## src/rtl/simple_pkg.sv

```systemverilog
// Shared types and the half-word transform for the simple_pipe_n pipeline.
package simple_pkg;

  typedef enum logic {
    OP_COMBINE = 1'b0,
    OP_BYPASS  = 1'b1
  } op_e;

  // Widest data path the generic combine helper can serve.
  localparam int unsigned MAX_W = 64;

  // Upper half becomes hi^lo, lower half hi&lo; w is the live data width (even).
  function automatic logic [MAX_W-1:0] combine(input logic [MAX_W-1:0] data,
                                               input int unsigned      w);
    logic [MAX_W-1:0] mask;
    logic [MAX_W-1:0] hi;
    logic [MAX_W-1:0] lo;
    mask = (MAX_W'(1) << (w / 2)) - MAX_W'(1);
    hi   = (data >> (w / 2)) & mask;
    lo   = data & mask;
    return ((hi ^ lo) << (w / 2)) | (hi & lo);
  endfunction

endpackage

```

## src/rtl/simple_pipe_n_if.sv

```systemverilog
// Valid/ready bus bundle for simple_pipe_n: input beat, output beat and occupancy.
interface simple_pipe_n_if #(
  parameter int unsigned W      = 2,
  parameter int unsigned STAGES = 1
);
  import simple_pkg::*;

  localparam int unsigned CW = $clog2(STAGES + 1);

  logic [W-1:0]  in_data;
  op_e           in_op;
  logic          in_valid;
  logic          in_ready;
  logic [W-1:0]  out_data;
  logic          out_valid;
  logic          out_ready;
  logic [CW-1:0] occupancy;

  modport master (
    output in_data, in_op, in_valid, out_ready,
    input  in_ready, out_data, out_valid, occupancy
  );

  modport slave (
    input  in_data, in_op, in_valid, out_ready,
    output in_ready, out_data, out_valid, occupancy
  );

endinterface

```

## src/rtl/simple_slice.sv

```systemverilog
// One elastic register slice: loads whenever it is empty or its beat is leaving.
module simple_slice #(
  parameter int unsigned W = 2
) (
  input  logic         clk,
  input  logic         rst,
  input  logic [W-1:0] up_data,
  input  logic         up_valid,
  input  logic         dn_ready,
  output logic [W-1:0] data,
  output logic         valid,
  output logic         ready_c
);

  // Local ready: room now, or the held beat moves on this cycle.
  assign ready_c = dn_ready || !valid;

  always_ff @(posedge clk) begin
    if (rst) begin
      data  <= '0;
      valid <= 1'b0;
    end else if (up_valid && ready_c) begin
      data  <= up_data;
      valid <= 1'b1;
    end else if (valid && ready_c) begin
      valid <= 1'b0;
    end
  end

endmodule

```

## src/rtl/simple_pipe_n.sv

```systemverilog
// Elastic STAGES-deep valid/ready pipeline applying a per-beat half-word transform.
module simple_pipe_n
  import simple_pkg::*;
#(
  parameter int unsigned W      = 2,
  parameter int unsigned STAGES = 1
) (
  input  logic          clk,
  input  logic          rst,
  simple_pipe_n_if.slave bus
);

  localparam int unsigned CW = $clog2(STAGES + 1);

  if ((W < 2) || ((W % 2) != 0) || (W > MAX_W)) begin : g_bad_w
    $error("simple_pipe_n: W must be even, >= 2 and <= MAX_W");
  end
  if (STAGES < 1) begin : g_bad_stages
    $error("simple_pipe_n: STAGES must be >= 1");
  end

  logic [W-1:0] xform_c;
  logic         accept_c;
  logic         emit_c;
  logic [CW-1:0] occ;

  // Transform ahead of slice 0; in_op only matters on the accepted beat.
  always_comb begin
    xform_c = W'(combine(MAX_W'(bus.in_data), W));
    if (bus.in_op == OP_BYPASS) begin
      xform_c = bus.in_data;
    end
  end

  for (genvar i = 0; i < STAGES; i++) begin : g_slice
    logic [W-1:0] up_data;
    logic         up_valid;
    logic         dn_ready;
    logic [W-1:0] d_q;
    logic         v_q;
    logic         rdy_c;

    if (i == 0) begin : g_head
      assign up_data  = xform_c;
      assign up_valid = bus.in_valid;
    end else begin : g_body
      assign up_data  = g_slice[i-1].d_q;
      assign up_valid = g_slice[i-1].v_q;
    end

    if (i == STAGES - 1) begin : g_tail
      assign dn_ready = bus.out_ready;
    end else begin : g_mid
      assign dn_ready = g_slice[i+1].rdy_c;
    end

    simple_slice #(.W(W)) u_slice (
      .clk      (clk),
      .rst      (rst),
      .up_data  (up_data),
      .up_valid (up_valid),
      .dn_ready (dn_ready),
      .data     (d_q),
      .valid    (v_q),
      .ready_c  (rdy_c)
    );
  end

  assign bus.in_ready  = g_slice[0].rdy_c;
  assign bus.out_data  = g_slice[STAGES-1].d_q;
  assign bus.out_valid = g_slice[STAGES-1].v_q;

  assign accept_c = bus.in_valid && bus.in_ready;
  assign emit_c   = bus.out_valid && bus.out_ready;

  // Occupancy tracks the popcount of slice valids; accept+emit together nets to zero.
  always_ff @(posedge clk) begin
    if (rst) begin
      occ <= '0;
    end else if (accept_c && !emit_c) begin
      occ <= occ + CW'(1);
    end else if (!accept_c && emit_c) begin
      occ <= occ - CW'(1);
    end
  end

  assign bus.occupancy = occ;

endmodule

```

## src/flat_wrapper.sv

```systemverilog
// flat-port wrapper written by rule: the top's interface ports become plain ports
module simple_pipe_n_flat import simple_pkg::*;
#(
  parameter int unsigned W      = 2,
  parameter int unsigned STAGES = 1
)
  (clk, rst, bus_in_data, bus_in_op, bus_in_valid, bus_out_ready, bus_in_ready, bus_out_data, bus_out_valid, bus_occupancy);
  simple_pipe_n_if #(.W(W), .STAGES(STAGES)) bus_i ();
  input  logic clk;
  input  logic rst;
  input wire logic [$bits(bus_i.in_data)-1:0] bus_in_data;
  input wire logic [$bits(bus_i.in_op)-1:0] bus_in_op;
  input wire logic [$bits(bus_i.in_valid)-1:0] bus_in_valid;
  input wire logic [$bits(bus_i.out_ready)-1:0] bus_out_ready;
  output wire logic [$bits(bus_i.in_ready)-1:0] bus_in_ready;
  output wire logic [$bits(bus_i.out_data)-1:0] bus_out_data;
  output wire logic [$bits(bus_i.out_valid)-1:0] bus_out_valid;
  output wire logic [$bits(bus_i.occupancy)-1:0] bus_occupancy;
  assign bus_i.in_data = bus_in_data;
  assign bus_i.in_op = bus_in_op;
  assign bus_i.in_valid = bus_in_valid;
  assign bus_i.out_ready = bus_out_ready;
  assign bus_in_ready = bus_i.in_ready;
  assign bus_out_data = bus_i.out_data;
  assign bus_out_valid = bus_i.out_valid;
  assign bus_occupancy = bus_i.occupancy;
  simple_pipe_n #(.W(W), .STAGES(STAGES)) u_core (.clk(clk), .rst(rst), .bus(bus_i));
endmodule
```

## config.mk

```make
export PLATFORM = sky130hd
export DESIGN_NAME = simple_pipe_n_flat
export DESIGN_NICKNAME = d
export VERILOG_FILES = /design/src/rtl/simple_pkg.sv /design/src/rtl/simple_pipe_n_if.sv /design/src/rtl/simple_slice.sv /design/src/rtl/simple_pipe_n.sv /design/src/flat_wrapper.sv
export SDC_FILE = /design/constraint.sdc
export NUM_CORES = 1
export LEC_CHECK = 0
export ABC_AREA = 1
export ABC_CLOCK_PERIOD_IN_PS = 1800
export BUFFER_PORTS_ARGS = -buffer_cell sky130_fd_sc_hd__buf_2
export CORE_AREA = 2 2 39 41
export CTS_CLUSTER_SIZE = 16
export DETAILED_ROUTE_END_ITERATION = 6
export DIE_AREA = 0 0 41 43
export GPL_TIMING_DRIVEN = 0
export HOLD_SLACK_MARGIN = 0.1
export PLACE_DENSITY = 0.33
export SYNTH_ARGS = -nofsm -noshare
export SYNTH_HDL_FRONTEND = slang
export SYNTH_SLANG_ARGS = --single-unit
```

## constraint.sdc

```tcl
create_clock -name clk -period 1.8 [get_ports clk]
set_input_delay 0.09 -clock clk [delete_from_list [all_inputs] [get_ports clk]]
set_output_delay 0.09 -clock clk [all_outputs]
set_load 0.03 [all_outputs]
```

==> impl_metrics.tcl, run 1 <==
set metrics [dict create \
    maxCapViolCount 0 \
    r2r_slack_ns 1.02 \
    cts_root_buffer "clkbuf_4" \
    fmax_mhz 1048 \
    synth_area_per_cell_um2 6.256 \
    synth_area_um2 212.7 \
    maxSlewHeadroom 0.9011 \
    grt_util_all_layers 0.06118 \
    insertion_delay_ns 0.23 \
    num_rows 14 \
    period_share 0.5300 \
    drive_gt1_frac 0.3878 \
    synth_top_area_frac 0.3765 \
    syn_nets 42 \
    antenna_found_initial 0 \
    cts_hold_buf 1 \
    wl_um 435 \
    place_congestion 0.6560 \
    fp.dieW_um 41 \
    setup_viol 0 \
    tritoncts "yes" \
    grt_max_degree 5 \
    fin_worst_skew_ns 0.001251 \
    required_ns 1.71 \
    reg2reg_to "u_core.g_slice[0].u_slice.data[1]$_SDFFE_PP0P_" \
    seq_area_um2 80.08 \
    clockPowerShare 0.406 \
    multiInputGateArea_um2 106.4 \
    rsz0062_at_grt "false" \
    maxSlewViolCount 0 \
    numCtsBuffers 3 \
    grt_pass1_wl_um 593 \
    path_max_fanout 4 \
    yosysWarnings 0 \
    postCtsSetupRepairBufs 0 \
    hold_depth 3 \
    p_total_uw 273.3 \
    die_h_um 43 \
    clk_transition_reported_paths_ns 0.04 \
    wl_per_cell_um 6.692 \
    worstMarginPinSlew_ns 0.1467 \
    diodes 0 \
    ys_types 10 \
    ant_nets 0 \
    crit_type "flop to output pin" \
    n_fill_cell 171 \
    ys_seq_elements 4 \
    grt_pass1_vias 175 \
    fin_nets 59 \
    h-tree-depth 1 \
    cp_slowest_cell "dfxtp_1" \
    internal-power_uw 193.6 \
    r2r_start "u_core.g_slice[0].u_slice.valid$_SDFFE_PP0P_" \
    ir_worst_vdd_v 0.0001780 \
    synth_largest_area_cell "dfxtp_1" \
    cts-resized-gates 0 \
    worstPathArrival_ns 0.86 \
    grt-ovfl-total 0 \
    power.leakage_uw 0.0001815 \
    switchingPower_uw 79.66 \
    crit_chain "nand2_2, buf_2" \
    io_pins 12 \
    critPathBufInv 1 \
    num_vias 237 \
    tns_ns 0 \
    start_util 0.1537 \
    switching_share 0.2915 \
    hpwl_um 358.6 \
    synth_area_leaders "dfxtp_1 38%, nand2_1 18%, nor2_1 8.8%" \
    hold_end "u_core.g_slice[0].u_slice.valid$_SDFFE_PP0P_" \
    dieArea_um2 1763 \
    cp-end-kind "output pin" \
    clkSinkCount 4 \
    min_period_ns 0.9540 \
    vias_per_cell 3.646 \
    hold_violations 0 \
    power_density_nw_per_um2 853.1 \
    power_frac_seq 0.372 \
    comb_power_share 0.222 \
    port_buffers 11 \
    critPathLaunchType "flop" \
    drt_iter0_drc 1 \
    worstHoldPathType "input port to flop" \
    first_pass_iters 2 \
    outcome "finished, final reports clean" \
    synthCells 34 \
    r2r.worst_path.cells 5 \
    cp_top_family "flip-flops" \
    min_from "bus_in_valid" \
    synth-seq-area-share 0.3765 \
    syn_to_final_growth_pct 50.59 \
    cts_buffer_depth 2 \
    drc 0 \
    core_area_um2 1384 \
    cpPeakStageDelay_ns 0.36 \
]
[through the flow]
stage / hold WS, ns / std cells / worst slack (ns) / area, um2 / utilization
final: 0.1372 / 65 / 0.8460 / 320.3 / 0.2315
after global routing: 0.1533 / 65 / 0.8021 / 320.3 / 0.2315
after CTS: 0.1340 / 65 / 0.8316 / 320.3 / 0.2315
after detailed placement: 0.2763 / 61 / 0.9280 / 287.8 / 0.2080
after global placement: 0.2881 / 61 / 0.9444 / 287.8 / 0.2080
after floorplan: 0.1591 / 34 / 0.6864 / 212.7 / -
[synthesized netlist by cell type (all sizes together)]
cell type	number
nand2	12
inv	7
nor2	5
dfxtp	4
a21oi	2
o21ai	2
ha	1
nand3	1
[final cells by class]
cell class	instances	area share
clock buffers	3	0.07031
multi-input cells	23	0.3320
flip-flops and latches	4	0.2500
inverters	7	0.08203
well taps	16	0.06250
repair buffers	12	0.2031
[logic make-up (layout without fill, tap and decap cells)]
family	Yosys count	after routing	share of synthesized area
simple gates	18	18	0.3471
buf+inv	7	22	0.1235
compound gates	4	4	0.09412
flops	4	4	0.3765
fa+ha+maj	1	1	0.05881
[worst min-delay path, cell delays in order]
cell and delay, ns:
buf_2 0.11, inv_1 0.06, a21oi_1 0.06
[worst max path at each step]
stage / from / end / cells after the start
3_5_place_dp: bus_in_data[0] / u_core.g_slice[0].u_slice.data[1]$_SDFFE_PP0P_ / 6
3_3_place_gp: bus_in_data[0] / u_core.g_slice[0].u_slice.data[1]$_SDFFE_PP0P_ / 6
6_report: u_core.g_slice[0].u_slice.valid$_SDFFE_PP0P_ / bus_in_ready / 2
2_1_floorplan: u_core.g_slice[0].u_slice.valid$_SDFFE_PP0P_ / u_core.g_slice[0].u_slice.data[0]$_SDFFE_PP0P_ / 5
5_1_grt: u_core.g_slice[0].u_slice.valid$_SDFFE_PP0P_ / bus_in_ready / 2
4_1_cts: u_core.g_slice[0].u_slice.valid$_SDFFE_PP0P_ / bus_in_ready / 2
[state kept, by name (all words and copies together) (netlist names)]
register,cells
u_core.bus.occupancy,1
u_core.g_slice.u_slice.data,2
u_core.g_slice.u_slice.valid,1
[cell usage in the layout (no fill, tap or decap), drive strengths merged]
cell type / count
nor2: 5
a21oi: 2
nand3: 1
clkbuf: 3
nand2: 12
o21ai: 2
ha: 1
dlygate4sd3: 1
buf: 11
inv: 7
dfxtp: 4
[routing by layer]
layer  track usage  vias up  part of all wire
met5             0        -                 0
met4        0.1400        0              0.10
met3       0.01571        5              0.11
met2       0.05938       14              0.36
met1       0.05769       87              0.43
li1              -      131                 -
[power groups by stage]
stage	Sequential [uW]	Combinational (uW)	Clock, uW
after floorplan	118	24.8	0
after global placement	103	60.7	0
after detailed placement	103	60.1	0
after CTS	102	61.9	117
after global routing	103	68.2	126
final	102	60.6	111
(Power assumes the default switching activity.)
==> run 2: changes to the inputs <==
ABC_AREA = 0   (was 1)
ABC_CLOCK_PERIOD_IN_PS = 800   (was 1800)
clock period = 0.8 ns   (was 1.8 ns; I/O delays follow)
==> impl_metrics.tcl, run 2 <==
set metrics [dict create \
    outcome "finished with violations" \
    violations "negative setup slack" \
    clk_transition_reported_paths_ns 0.05 \
    cts_root_buffer "clkbuf_4" \
    yosysWarnings 0 \
    vias_per_cell 4.154 \
    netlist_top_cells_count "4 x dfxtp_1, 3 x a21oi_1, 2 x a311oi_1, 2 x mux2i_1" \
    num_rows 14 \
    crit_chain "nand2b_4, buf_6" \
    cts_buffer_depth 2 \
    multiInputGateArea_um2 127.6 \
    cp_top_family "flip-flops" \
    synthCells 19 \
    final_util 0.2586 \
    synth_area_per_cell_um2 10.14 \
    drc 0 \
    ys_seq_elements 4 \
    postCtsSetupRepairBufs 0 \
    synth_ff_type "dfxtp_1" \
    power_density_nw_per_um2 1888 \
    critPathBufInv 1 \
    grt-ovfl-total 0 \
    path_max_fanout 6 \
    cp_slowest_cell "dfxtp_4" \
    holdWs_ns 0.1238 \
    rsz0062_at_grt "true" \
    worstMarginPinSlew_ns 0.1727 \
    crit_type "flop to output pin" \
    diodes 0 \
    hpwl_um 394.5 \
    core_area_um2 1384 \
    start_util 0.1392 \
    maxSlewHeadroom 0.8816 \
    critPathLaunchType "flop" \
    top_layer "met3" \
    synth_largest_area_cell "dfxtp_1" \
    die_h_um 43 \
    wl_met1_um 209 \
    tritoncts "yes" \
    synth_area_um2 192.7 \
    yosysMostFrequentCell "dfxtp_1" \
    grt_pass1_wl_um 793 \
    hold_violations 0 \
    ant_nets 0 \
    maxSlewViolCount 0 \
    clkSinkCount 4 \
    post-place-ws_ns -0.04181 \
    power_frac_seq 0.342 \
    worstHoldPathType "input port to flop" \
    port_buffers 11 \
    dieArea_um2 1763 \
    ys_types 12 \
    met2WireLength_um 314 \
    required_ns 0.76 \
    drt_iter0_drc 2 \
    cp-end-kind "output pin" \
    ir_worst_vdd_v 0.0004611 \
    grt_pass1_vias 209 \
    first_pass_iters 4 \
    wl_um 543 \
    synth-seq-area-share 0.4156 \
    numCtsBuffers 3 \
    wl_met3_um 18 \
    setup_viol 5 \
    fp.dieW_um 41 \
    final_common_cell "buf_2" \
    place_congestion 0.5576 \
    grt_max_degree 8 \
    fin_nets 45 \
    synth_area_leaders "dfxtp_1 42%, mux2i_1 10%, a311oi_1 9.1%" \
    worstPathArrival_ns 0.85 \
    tns_ns -0.2881 \
    drive_gt1_frac 0.5556 \
    fin_worst_skew_ns 0.01455 \
    fin_ws_ns -0.08600 \
    syn_nets 27 \
    power.leakage_uw 0.0001644 \
    comb_power_share 0.241 \
    io_pins 12 \
    antenna_found_initial 0 \
    maxCapViolCount 0 \
    insertion_delay_ns 0.24 \
    syn_to_final_growth_pct 85.71 \
    internal-power_uw 481.3 \
    synth_top_area_frac 0.4156 \
    min_period_ns 0.8860 \
    synth_edf_count 0 \
    num_vias 216 \
    async_reset_ff_frac 0 \
    switching_share 0.2874 \
    clockPowerShare 0.417 \
    cpPeakStageDelay_ns 0.35 \
    n_fill_cell 160 \
    grt_util_all_layers 0.07222 \
    period_share 1.107 \
    top_register "u_core.g_slice.u_slice.data" \
    fmax_mhz 1129 \
    switchingPower_uw 194.1 \
    wl_per_cell_um 10.44 \
    mostFrequentLayoutCells "6 x buf_2, 4 x clkbuf_4, 3 x a21oi_1" \
    largest_reg_flops 2 \
    seq_area_um2 85.08 \
    h-tree-depth 1 \
]
## run 2: metrics by stage
step | power, uW | cells | instance area [um2]
CTS | 678.0 | 52 | 345.3
global placement | 362.4 | 46 | 284.0
floorplan | 315.3 | 19 | 209.0
global route | 707.0 | 52 | 357.8
detailed placement | 367.6 | 46 | 284.0
finish | 675.4 | 52 | 357.8
## run 2: path summary, 6_finish.rpt
path	start	end	slack, ns	depth (start not counted)
max	u_core.g_slice[0].u_slice.valid$_SDFFE_PP0P_	bus_in_ready	-0.09	2
min	bus_in_valid	u_core.g_slice[0].u_slice.data[0]$_SDFFE_PP0P_	0.12	2
max reg2reg	u_core.g_slice[0].u_slice.valid$_SDFFE_PP0P_	u_core.g_slice[0].u_slice.data[1]$_SDFFE_PP0P_	-0.04	3
min reg2reg	u_core.bus.occupancy$_SDFFE_PP0P_	u_core.bus.occupancy$_SDFFE_PP0P_	0.50	2
## run 2: worst reg2reg max path: cells and delay by family (launching register included)
family | cells | cell delay [ns]
flops | 1 | 0.36
compound gates | 2 | 0.25
simple gates | 1 | 0.09
## run 2: what timing repair did
action	in CTS	in global routing
setup endpoints to repair	7	7
resized for setup	5	5
hold buffers	2	1
pin swaps	0	0
endpoints found under the hold margin	4	4
## run 2: cell type report
class | instances | area share
Clock buffer | 4 | 0.07343
Inverter | 1 | 0.01049
Multi-Input combinational cell | 14 | 0.3566
Sequential cell | 4 | 0.2378
Tap cell | 16 | 0.05594
Timing Repair Buffer | 13 | 0.2657
## run 2: layer usage
metal	track usage	vias up
met5	0	-
met4	0.1000	0
met3	0.01571	0
met2	0.1000	4
met1	0.07051	106
li1	-	106
## run 2: cells by family after synthesis
logic type / count (synthesis) / share of synthesized area
AOI/OAI and AO/OA: 7 / 0.2533
and+or+nand+nor: 4 / 0.1429
DFF: 4 / 0.4156
muxes: 2 / 0.1039
buffers and inverters: 1 / 0.01946
adders and majority gates: 1 / 0.06492
## run 2: power groups by stage
stage	combinational, uW	clock, uW	sequential [uW]
finish	163	282	231
global route	173	301	232
CTS	154	294	229
detailed placement	136	0	231
global placement	132	0	230
floorplan	52.4	0	263
==> run 3: changes to the inputs <==
PLACE_DENSITY = 0.35   (was 0.33)
SYNTH_HIERARCHICAL = 1   (was not set)
==> impl_metrics.tcl, run 3 <==
set metrics [dict create \
    largest_reg_flops 2 \
    period_share 1.329 \
    worstHoldPathType "input port to flop" \
    synth_top_area_frac 0.3743 \
    cts_root_buffer "clkbuf_4" \
    hold_violations 0 \
    fp.dieW_um 41 \
    ys_seq_elements 4 \
    fin_nets 49 \
    first_pass_iters 2 \
    outcome "finished with violations" \
    grt-ovfl-total 0 \
    synth.area.mux_share 0.1579 \
    cts_buffer_depth 2 \
    grt_pass1_wl_um 910 \
    async_reset_ff_frac 0 \
    antenna_found_initial 0 \
    synth_top_family_by_area "compound AO/OA/AOI/OAI gates" \
    violations "negative setup slack" \
    n_fill_cell 153 \
    final_common_cell "buf_2" \
    drive_gt1_frac 0.6000 \
    ir_worst_vdd_v 0.0007032 \
    yosysWarnings 6 \
    synth_simple_gate_area_frac 0.1637 \
    grt_pass1_vias 247 \
    insertion_delay_ns 0.23 \
    power.leakage_uw 0.0001810 \
    fin_worst_skew_ns 0.007487 \
    worstPathArrival_ns 1.18 \
    cp-end-kind "flop" \
    drc 0 \
    h-tree-depth 1 \
    syn_to_final_growth_pct 82.46 \
    ys_types 12 \
    maxSlewViolCount 0 \
    num_rows 14 \
    mostFrequentLayoutCells "7 x buf_2, 5 x clkbuf_4, 3 x dfxtp_1" \
    path_max_fanout 4 \
    rsz0062_at_grt "true" \
    synth_ff_type "dfxtp_1" \
    min_period_ns 1.063 \
    post_dp_cell_area_um2 295.3 \
    ant_nets 0 \
    synth_edf_count 0 \
    required_ns 0.92 \
    final_util 0.2821 \
    tritoncts "yes" \
    post-place-ws_ns -0.3248 \
    num_vias 220 \
    grt_util_all_layers 0.08124 \
    synth_area_per_cell_um2 9.725 \
    start_util 0.1546 \
    die_h_um 43 \
    fin_ws_ns -0.2630 \
    io_pins 12 \
    top_register "u_core/g_slice.u_slice/data" \
    wl_um 495 \
    multiInputGateArea_um2 156.4 \
    maxCapViolCount 0 \
    maxSlewHeadroom 0.8911 \
    power_density_nw_per_um2 1752 \
    dp_cells 49 \
    netlist_top_cells_count "4 x a21oi_1, 4 x dfxtp_1" \
    drt_iter0_drc 1 \
    critPathLaunchType "flop" \
    fin_cells 56 \
    synth-seq-area-share 0.3743 \
    clkSinkCount 4 \
    synth_area_um2 214.0 \
    vias_per_cell 3.929 \
    diodes 0 \
    place_congestion 0.6631 \
    dieArea_um2 1763 \
    crit_type "flop to flop" \
    fmax_mhz 940.7 \
    wl_per_cell_um 8.839 \
    synth_fa_ha_area_frac 0.05848 \
    seq_area_um2 83.83 \
    synth_largest_area_cell "dfxtp_1" \
    syn_nets 30 \
    setup_viol 6 \
    grt_max_degree 7 \
    synth_xor_area_frac 0.04094 \
    synth_compound_area_frac 0.1871 \
    clk_transition_reported_paths_ns 0.04 \
    port_buffers 11 \
    synth_area_leaders "dfxtp_1 37%, mux2_2 11%, a21bo_1 9.4%" \
    post-route-cell-area_um2 390.4 \
    core_area_um2 1384 \
    worstMarginPinSlew_ns 0.1628 \
    numCtsBuffers 3 \
    synthCells 22 \
]
run 3: where the power goes:
group	internal [uW]	switching, uW
logic	94.2	91.2
clock network	187	79.4
registers	217	15.4
run 3: stage by stage:
stage,hold slack (ns),setup TNS [ns],power [uW]
finish,0.1625,-0.8353,683.9
detailed placement,0.2733,-0.5178,373.8
CTS,0.1466,-0.9094,672.6
floorplan,0.09936,-0.6385,321.9
global route,0.1772,-1.051,727.1
global placement,0.2550,-0.4272,367.5
run 3: kinds of logic (layout without fill, tap and decap cells):
kind of cell,after synthesis,after routing
and+or+nand+nor,6,6
DFF,4,4
AOI/OAI and AO/OA,6,6
buffers and inverters,1,19
adders and majority gates,1,1
muxes,3,3
xor gates and xnor gates,1,1
run 3: final cells by class:
cell class | count | share of cell area
Multi-Input combinational cell | 17 | 0.4006
Timing Repair Buffer | 14 | 0.2564
Sequential cell | 4 | 0.2147
Clock buffer | 4 | 0.06731
Tap cell | 16 | 0.05128
Inverter | 1 | 0.009615
run 3: worst paths after layout:
kind	from	end	slack [ns]	cells after the start
worst max-delay path	u_core/g_slice[0].u_slice/valid$_SDFFE_PP0P_	u_core/bus.occupancy$_SDFFE_PP0P_	-0.26	4
worst min-delay path	bus_in_valid	u_core/g_slice[0].u_slice/data[1]$_SDFFE_PP0P_	0.16	3
worst max register to register	u_core/g_slice[0].u_slice/valid$_SDFFE_PP0P_	u_core/bus.occupancy$_SDFFE_PP0P_	-0.26	4
worst min register to register	u_core/g_slice[0].u_slice/data[0]$_SDFFE_PP0P_	u_core/g_slice[0].u_slice/data[0]$_SDFFE_PP0P_	0.57	2
run 3: timing repair:
item | CTS | global route
hold buffers | 2 | 0
resized for setup | 3 | 8
setup buffers | 1 | 0
endpoints found under the hold margin | 3 | 0
setup endpoints to repair | 6 | 7
pin swaps | 1 | 1
run 3: metal layers:
layer | track usage | wire [um] | vias up
li1 | - | - | 112
met1 | 0.07051 | 178 | 104
met2 | 0.1250 | 282 | 4
met3 | 0.02094 | 33 | 0
met4 | 0.1000 | 0 | 0
met5 | 0 | 0 | -
run 3: worst max-delay path: stages, from the launching register on:
cell and delay [ns]:
dfxtp_4 0.36, nand2b_4 0.06, nand2_4 0.06, xor2_2 0.15, mux2_4 0.31
